**src/rtl/serial_pattern_if.sv**
```systemverilog
// serial_pattern_if: request/status bundle between a pattern requester and serial_pattern_tx
interface serial_pattern_if #(
  parameter int WIDTH = 4,
  parameter int CNT_W = 8
);
  logic             start;
  logic             use_def;
  logic [WIDTH-1:0] pattern;
  logic [CNT_W-1:0] reps;
  logic             out;
  logic             out_valid;
  logic             busy;
  logic             done;
  modport master (output start, use_def, pattern, reps, input out, out_valid, busy, done);
  modport slave  (input start, use_def, pattern, reps, output out, out_valid, busy, done);
endinterface

```
**src/rtl/serial_pattern_tx.sv**
```systemverilog
// serial_pattern_tx: shifts a captured pattern out MSB-first for a programmable number of repetitions
// Optional inter-repetition idle gap built when SERIAL_PATTERN_GAP_EN is defined.
module serial_pattern_tx #(
  parameter int               WIDTH       = 4,
  parameter int               CNT_W       = 8,
  parameter int               GAP_LEN     = 2,
  parameter logic [WIDTH-1:0] DEF_PATTERN = 4'b1010
) (
  input logic              clk,
  input logic              rst_n,
  serial_pattern_if.slave  bus
);
  localparam int BW = $clog2(WIDTH);
  if (WIDTH < 2 || GAP_LEN < 1) begin : g_param_check
    $error("serial_pattern_tx: WIDTH must be >= 2 and GAP_LEN >= 1");
  end
  typedef enum logic [1:0] {IDLE, SHIFT, GAP} state_t;
  state_t           r_state;
  logic [WIDTH-1:0] r_hold;
  logic [WIDTH-1:0] r_shift;
  logic [CNT_W-1:0] r_rep;
  logic [BW-1:0]    r_bit;
  logic             r_out;
  logic             r_valid;
  logic             r_busy;
  logic             r_done;
  logic [WIDTH-1:0] w_sel;
  logic [CNT_W-1:0] w_reps;
  logic             w_last;
  logic             w_more;
`ifdef SERIAL_PATTERN_GAP_EN
  localparam int GW = GAP_LEN > 1 ? $clog2(GAP_LEN) : 1;
  logic [GW-1:0] r_gap;
`endif
  assign w_sel  = bus.use_def ? DEF_PATTERN : bus.pattern;
  assign w_reps = bus.reps == '0 ? CNT_W'(1) : bus.reps;
  assign w_last = r_bit == BW'(WIDTH - 1);
  assign w_more = r_rep > CNT_W'(1);
  // r_out always mirrors the bit the shift register presents in the current cycle
  always_ff @(posedge clk or negedge rst_n) begin
    if (!rst_n) begin
      r_state <= IDLE;
      r_hold  <= '0;
      r_shift <= '0;
      r_rep   <= '0;
      r_bit   <= '0;
      r_out   <= 1'b0;
      r_valid <= 1'b0;
      r_busy  <= 1'b0;
      r_done  <= 1'b0;
`ifdef SERIAL_PATTERN_GAP_EN
      r_gap   <= '0;
`endif
    end else begin
      r_done <= 1'b0;
      case (r_state)
        IDLE: if (bus.start) begin
          r_state <= SHIFT;
          r_hold  <= w_sel;
          r_shift <= w_sel;
          r_rep   <= w_reps;
          r_bit   <= '0;
          r_out   <= w_sel[WIDTH-1];
          r_valid <= 1'b1;
          r_busy  <= 1'b1;
        end
        SHIFT: if (!w_last) begin
          r_shift <= r_shift << 1;
          r_out   <= r_shift[WIDTH-2];
          r_bit   <= r_bit + BW'(1);
        end else if (w_more) begin
          r_rep   <= r_rep - CNT_W'(1);
          r_bit   <= '0;
          r_shift <= r_hold;
`ifdef SERIAL_PATTERN_GAP_EN
          r_state <= GAP;
          r_gap   <= '0;
          r_out   <= 1'b0;
          r_valid <= 1'b0;
`else
          r_out   <= r_hold[WIDTH-1];
`endif
        end else begin
          r_state <= IDLE;
          r_bit   <= '0;
          r_out   <= 1'b0;
          r_valid <= 1'b0;
          r_busy  <= 1'b0;
          r_done  <= 1'b1;
        end
`ifdef SERIAL_PATTERN_GAP_EN
        GAP: if (r_gap == GW'(GAP_LEN - 1)) begin
          r_state <= SHIFT;
          r_out   <= r_hold[WIDTH-1];
          r_valid <= 1'b1;
        end else begin
          r_gap <= r_gap + GW'(1);
        end
`endif
        default: r_state <= IDLE;
      endcase
    end
  end
  assign bus.out       = r_out;
  assign bus.out_valid = r_valid;
  assign bus.busy      = r_busy;
  assign bus.done      = r_done;
endmodule

```
**src/flat_wrapper.sv**
```systemverilog
// flat-port wrapper written by rule: the top's interface ports become plain ports
module serial_pattern_tx_flat 
#(
  parameter int               WIDTH       = 4,
  parameter int               CNT_W       = 8,
  parameter int               GAP_LEN     = 2,
  parameter logic [WIDTH-1:0] DEF_PATTERN = 4'b1010
)
  (clk, rst_n, bus_start, bus_use_def, bus_pattern, bus_reps, bus_out, bus_out_valid, bus_busy, bus_done);
  serial_pattern_if #(.WIDTH(WIDTH), .CNT_W(CNT_W)) bus_i ();
  input logic clk;
  input logic rst_n;
  input wire logic [$bits(bus_i.start)-1:0] bus_start;
  input wire logic [$bits(bus_i.use_def)-1:0] bus_use_def;
  input wire logic [$bits(bus_i.pattern)-1:0] bus_pattern;
  input wire logic [$bits(bus_i.reps)-1:0] bus_reps;
  output wire logic [$bits(bus_i.out)-1:0] bus_out;
  output wire logic [$bits(bus_i.out_valid)-1:0] bus_out_valid;
  output wire logic [$bits(bus_i.busy)-1:0] bus_busy;
  output wire logic [$bits(bus_i.done)-1:0] bus_done;
  assign bus_i.start = bus_start;
  assign bus_i.use_def = bus_use_def;
  assign bus_i.pattern = bus_pattern;
  assign bus_i.reps = bus_reps;
  assign bus_out = bus_i.out;
  assign bus_out_valid = bus_i.out_valid;
  assign bus_busy = bus_i.busy;
  assign bus_done = bus_i.done;
  serial_pattern_tx #(.WIDTH(WIDTH), .CNT_W(CNT_W), .GAP_LEN(GAP_LEN), .DEF_PATTERN(DEF_PATTERN)) u_core (.clk(clk), .rst_n(rst_n), .bus(bus_i));
endmodule
```
**config.mk**
```make
export PLATFORM = sky130hd
export DESIGN_NAME = serial_pattern_tx_flat
export DESIGN_NICKNAME = d
export VERILOG_FILES = /design/src/rtl/serial_pattern_if.sv /design/src/rtl/serial_pattern_tx.sv /design/src/flat_wrapper.sv
export SDC_FILE = /design/constraint.sdc
export NUM_CORES = 1
export LEC_CHECK = 0
export CAP_MARGIN = 20
export CORE_ASPECT_RATIO = 0.75
export CORE_MARGIN = 2
export CORE_UTILIZATION = 32
export DETAILED_ROUTE_END_ITERATION = 16
export MAX_ROUTING_LAYER = met4
export PLACE_DENSITY = 0.66
export SETUP_SLACK_MARGIN = 0.05
export SYNTH_ARGS = -nofsm -noshare
export SYNTH_HDL_FRONTEND = slang
export SYNTH_SLANG_ARGS = --single-unit
```
**constraint.sdc**
```tcl
create_clock -name clk -period 1.9 [get_ports clk]
set_clock_uncertainty 0.15 [all_clocks]
set_input_delay 0.285 -clock clk [delete_from_list [all_inputs] [get_ports clk]]
set_output_delay 0.285 -clock clk [all_outputs]
set_load 0.005 [all_outputs]
```
# Word level (Yosys, flattened, before mapping)
# Cells that the tools add are included.
# Widths: inputs -> output; s select.
# classes
n_lt_le_gt_ge	1
muxes	28
add_sub_neg	2
n_reduce_logical	9
eq_ne	7
# op_table
operator	count
$mux 8	4
$pmux 8 s2	1
$mux 2	5
$mux 1	9
$mux 3	3
$gt 8x1->1 const B	1
$logic_not 8->1	1
$pmux 2 s2	2
$reduce_and 4->1	2
$sub 8x1->8 const B	1
$pmux 3 s2	1
$reduce_and 3->1	2
$mux 4	1
$ne 2x1->1 const B	2
$ne 2x2->1 const B	2
$pmux 1 s2	2
$reduce_and 2->1	2
$ne 3x3->1 const B	1
$add 2x1->2 const B	1
$eq 2x1->1 const B	1
$eq 2x2->1 const B	1
$logic_not 2->1	1
$reduce_bool 2->1	1
# word_totals
wordCells	55
regBits	22
output_inout_bits	4

# Logic depth before layout (Yosys ltp)
# depth
word_depth	4
mapped_depth	7

# Worst setup path before layout
# OpenSTA, ideal clock, no wires.
# synth_path
kind	reg-to-reg
from	register u_core.r_rep[0]
to	register u_core.r_rep[3]
arrival_ns	1.606
stages_incl_launch_ff	8
setup_ns	0.126
period_less_slack_ns	1.882
required_time_ns	1.624
path_slack_ns	0.018
cell_sequence	dfrtp_1 -> inv_1 -> ha_1 -> o21ba_2 -> a31oi_1 -> buf_4 -> a21oi_1 -> a221o_1
# synth_between
elab_chain_cells	4
word_cells_on_any_way	7
cone_classes	add/sub: 1; order compare: 1; eq/ne: 1; mux: 3; reduce/logical: 1
# synth_lines
element	line	rtl
from (decl)	serial_pattern_tx.sv:21	logic [CNT_W-1:0] r_rep;
from (signal assigned)	serial_pattern_tx.sv:61	r_rep <= w_reps;
from (signal assigned)	serial_pattern_tx.sv:72	r_rep <= r_rep - CNT_W'(1);
$sub 8x1->8	serial_pattern_tx.sv:72	
$mux 8	serial_pattern_tx.sv:71	end else if (w_more) begin
$mux 8	serial_pattern_tx.sv:67	SHIFT: if (!w_last) begin
$pmux 8 s2	serial_pattern_tx.sv:56	case (r_state)
# Parallel ways exist; a longest one is shown, timed or not. The select of a mux whose other input is x is not followed.
# A chain may end at the register's enable or synchronous reset.

# Worst setup path in the final report
# layout_path
from	register u_core.r_rep[2]
to	register u_core.r_shift[0]
# layout_between
elab_chain_cells	3
# layout_lines
element	line	rtl
$gt 8x1->1	serial_pattern_tx.sv:38	assign w_more = r_rep > CNT_W'(1);
$ne 3x3->1 (no source line)	n/a	
$reduce_and 3->1 (no source line)	n/a	
to (signal assigned)	serial_pattern_tx.sv:60	r_shift <= w_sel;
to (signal assigned)	serial_pattern_tx.sv:68	r_shift <= r_shift << 1;
to (signal assigned)	serial_pattern_tx.sv:74	r_shift <= r_hold;
to (decl)	serial_pattern_tx.sv:20	logic [WIDTH-1:0] r_shift;
# No other way between the ends.

==> metrics.txt <==
port bufs 19; DP HPWL 2.087 mm; Post-route DRC 0; clk_lat worst skew 260 ps; CORE AREA 0.003356 mm2; Nets 174; crit path launch u_core.r_rep[2]; placed cell area 0.001454 mm2; std cell rows 18; Syn Nets 140; Post-Route WL 2.877 mm; worst r2r src u_core.r_rep[2]; Clk pin slew, worst setup/hold paths 80 ps; sw frac 35.52%; RSZ-0062 raised after global routing true; cts hold-fix bufs 0; first-pass GRT wire length 4.636 mm; status complete, no violations; Starting DRT DRC Count 34; worst path cell trace nor2_2, nand3_2, o22ai_4, mux2_1; Worst setup EP type register; Mapped Avg Cell Area 9.441 um2; Critical R2R Capture u_core.r_shift[0]; die area 0.004069 mm2; sequential area share after synthesis 43.81%; vias in the first global route 968; critical path class register to register; clk sink count 20; Yosys warnings 0; Max Freq 540.4 MHz; leakage 0.0006643 uW; Synth Cell Area 0.001142 mm2; Clock Tree Buf Depth 2; hold slack 207.2 ps; Register Area 503.0 um2; crit start category register; H-Tree Depth 1; slowest library cell on the worst path dfrtp_1; global route overflow 0; layout cells sized above 1 22.73%; final hold viol count 0; worst slew pin tran 393.5 ps; Final Critical Period 1850 ps; drt pass-1 iters 4; Final GP Congestion 0.8344; max incr delay on CP 460 ps; I/O pin count 20; clock group share of total power 21.4%; multi-input logic area 625.6 um2; Final Core Density 47.09%; slew margin rel. 73.74%; antenna violations before repair 0; die width 72.99 um; CTS root buffer clkbuf_8; CP max FO 6; vias 1,023; synth unique cells 38; sequential power share 35.0%; Yosys reg bits 20; diode count 0; final setup vio count 0; combinational share of power 43.6%; Max-Cap Viols 0; Worst EP arrival 1850 ps; Psw 712.2 uW; Num CTS Buffers 3; GRT Overall Usage 15.21%; final-layout fill cell count 326; Synth-to-Final Area Change 38.34%; VDD IR max 0.4572 mV; period utilisation layout 97.39%; die height 55.75 um; detail-routed via count per cell 5.273; Pwr Density 1269 mW/mm2; wire length per cell 14.83 um; Final Slew Violations 0; Reg2Reg Depth 4; kind of path behind the tightest hold check input pin to async pin; Req. time, crit path 1900 ps; Syn Inst Count 121; largest net degree at the start of global routing 21; Final Instance Area 0.001580 mm2; P_int 1293 uW; Routed Antenna Nets 0; CTS tree yes; reg-to-reg slack, setup 50 ps; Initial Util 34.04%
[per-stage QoR]
step                      instances  setup slack, ps  setup TNS, ps  total power (uW)
after floorplan                 121            79.26              0              1181
after global placement          187            44.33              0              1427
after detailed placement        187            7.237              0              1454
after CTS                       193            63.02              0              1928
after global routing            194           -5.411         -7.532              2152
final                           194            49.57              0              2005
[state kept, by name (all words and copies together), names as in the netlist]
signal / count
u_core.r_hold: 4
u_core.bus.out: 1
u_core.r_rep: 8
u_core.r_state: 1
u_core.r_bit: 2
u_core.bus.done: 1
u_core.r_shift: 3
[kinds of logic (layout without fill, tap and decap cells)]
family | after synthesis | count (layout) | synth area share (%)
muxes | 8 | 8 | 7.448
adders and majority gates | 3 | 3 | 3.286
and+or+nand+nor | 47 | 47 | 21.80
buffers and inverters | 11 | 44 | 4.599
AOI/OAI and AO/OA | 32 | 32 | 19.06
DFF | 20 | 20 | 43.81
[placed cells by master (no fill, tap or decap), types with 2 or more instances in the layout]
cell / netlist / final
mux2i_1: 4 / 4
mux2_2: 2 / 2
nand2b_1: 5 / 5
a21oi_1: 6 / 6
nand2_1: 17 / 17
nor2_1: 8 / 8
clkdlybuf4s50_1: 0 / 19
o22ai_1: 2 / 2
inv_1: 4 / 3
mux2_1: 2 / 2
o21ai_0: 8 / 8
o22a_1: 2 / 2
nor3_1: 5 / 5
a211oi_1: 3 / 3
ha_1: 3 / 2
dfrtp_1: 20 / 18
dfrtp_2: 0 / 2
clkbuf_8: 0 / 3
buf_4: 2 / 16
nand3_1: 3 / 2
[worst max-delay path by stage]
stage | slack, ps | to
floorplan | 80 | u_core.r_rep[3]
global placement | 40 | u_core.r_shift[1]
detailed placement | 7 | u_core.r_shift[0]
CTS | 60 | bus_busy
global route | -5 | u_core.r_shift[0]
finish | 50 | u_core.r_shift[0]
[layout make-up]
class | count | share of cell area, %
clock buffer | 3 | 2.613
inverter | 4 | 0.9501
tap | 40 | 3.167
timing repair buffer | 36 | 19.95
clock inverter | 1 | 1.900
sequential | 20 | 31.83
multi-input combinational | 90 | 39.59
[power groups by stage]
stage          registers [uW]  clock network (uW)  logic (uW)
2_1_floorplan             692                   0         489
3_3_place_gp              693                   0         734
3_5_place_dp              701                   0         753
4_1_cts                   693                 442         794
5_1_grt                   724                 468         960
6_report                  701                 430         874
[synthesized netlist by cell type]
master | count | area [um2]
a221oi_1 | 1 | 8.760
nor4_1 | 1 | 6.260
o32a_1 | 1 | 10.01
nor2_1 | 8 | 30.03
ha_1 | 3 | 37.54
buf_4 | 2 | 15.01
and4_1 | 1 | 8.760
o21ba_2 | 1 | 10.01
or3_1 | 1 | 6.260
dfrtp_1 | 20 | 500.5
nand3b_1 | 1 | 7.510
o221ai_1 | 1 | 8.760
a211oi_1 | 3 | 22.52
buf_2 | 3 | 15.01
a22o_1 | 1 | 8.760
clkbuf_1 | 2 | 7.510
o22ai_1 | 2 | 12.51
nand2_1 | 17 | 63.81
nor3_2 | 1 | 10.01
o22a_1 | 2 | 17.52
mux2_1 | 2 | 22.52
a311oi_1 | 1 | 8.760
nor2_2 | 1 | 6.260
o21ai_0 | 8 | 40.04
inv_1 | 4 | 15.01
a221o_1 | 1 | 10.01
mux2_2 | 2 | 22.52
nor4_4 | 1 | 21.27
a21oi_1 | 6 | 30.03
nand2b_1 | 5 | 31.28
nor2b_1 | 1 | 6.260
nand3_1 | 3 | 15.01
mux2i_1 | 4 | 40.04
nor3_1 | 5 | 25.02
a31oi_1 | 2 | 12.51
o22ai_2 | 1 | 12.51
and3_4 | 1 | 11.26
o21ai_1 | 1 | 5.000
[routing by layer]
layer	up-vias	part of all wire, %	GRT usage [%]
met5	-	0	-
met4	0	0.45	2.381
met3	3	3.9	4.348
met2	20	46	23.04
met1	494	49	20.56
li1	506	-	-
[worst max-delay path: cells and delay by family (launching register included)]
family / cells / cell delay (ps)
multiplexers: 1 / 360
AND/OR/NAND/NOR: 2 / 570
AO/OA/AOI/OAI: 1 / 200
flip-flops: 1 / 460
[what timing repair did]
action                                 4_1_cts  5_1_grt
cloned                                       0        1
setup endpoints to repair                    1       11
pin swaps                                    0        2
buffers inserted                             2        0
gates resized for setup                      0        8
endpoints found under the hold margin        0        0
Power figures use the tool's default switching activity.
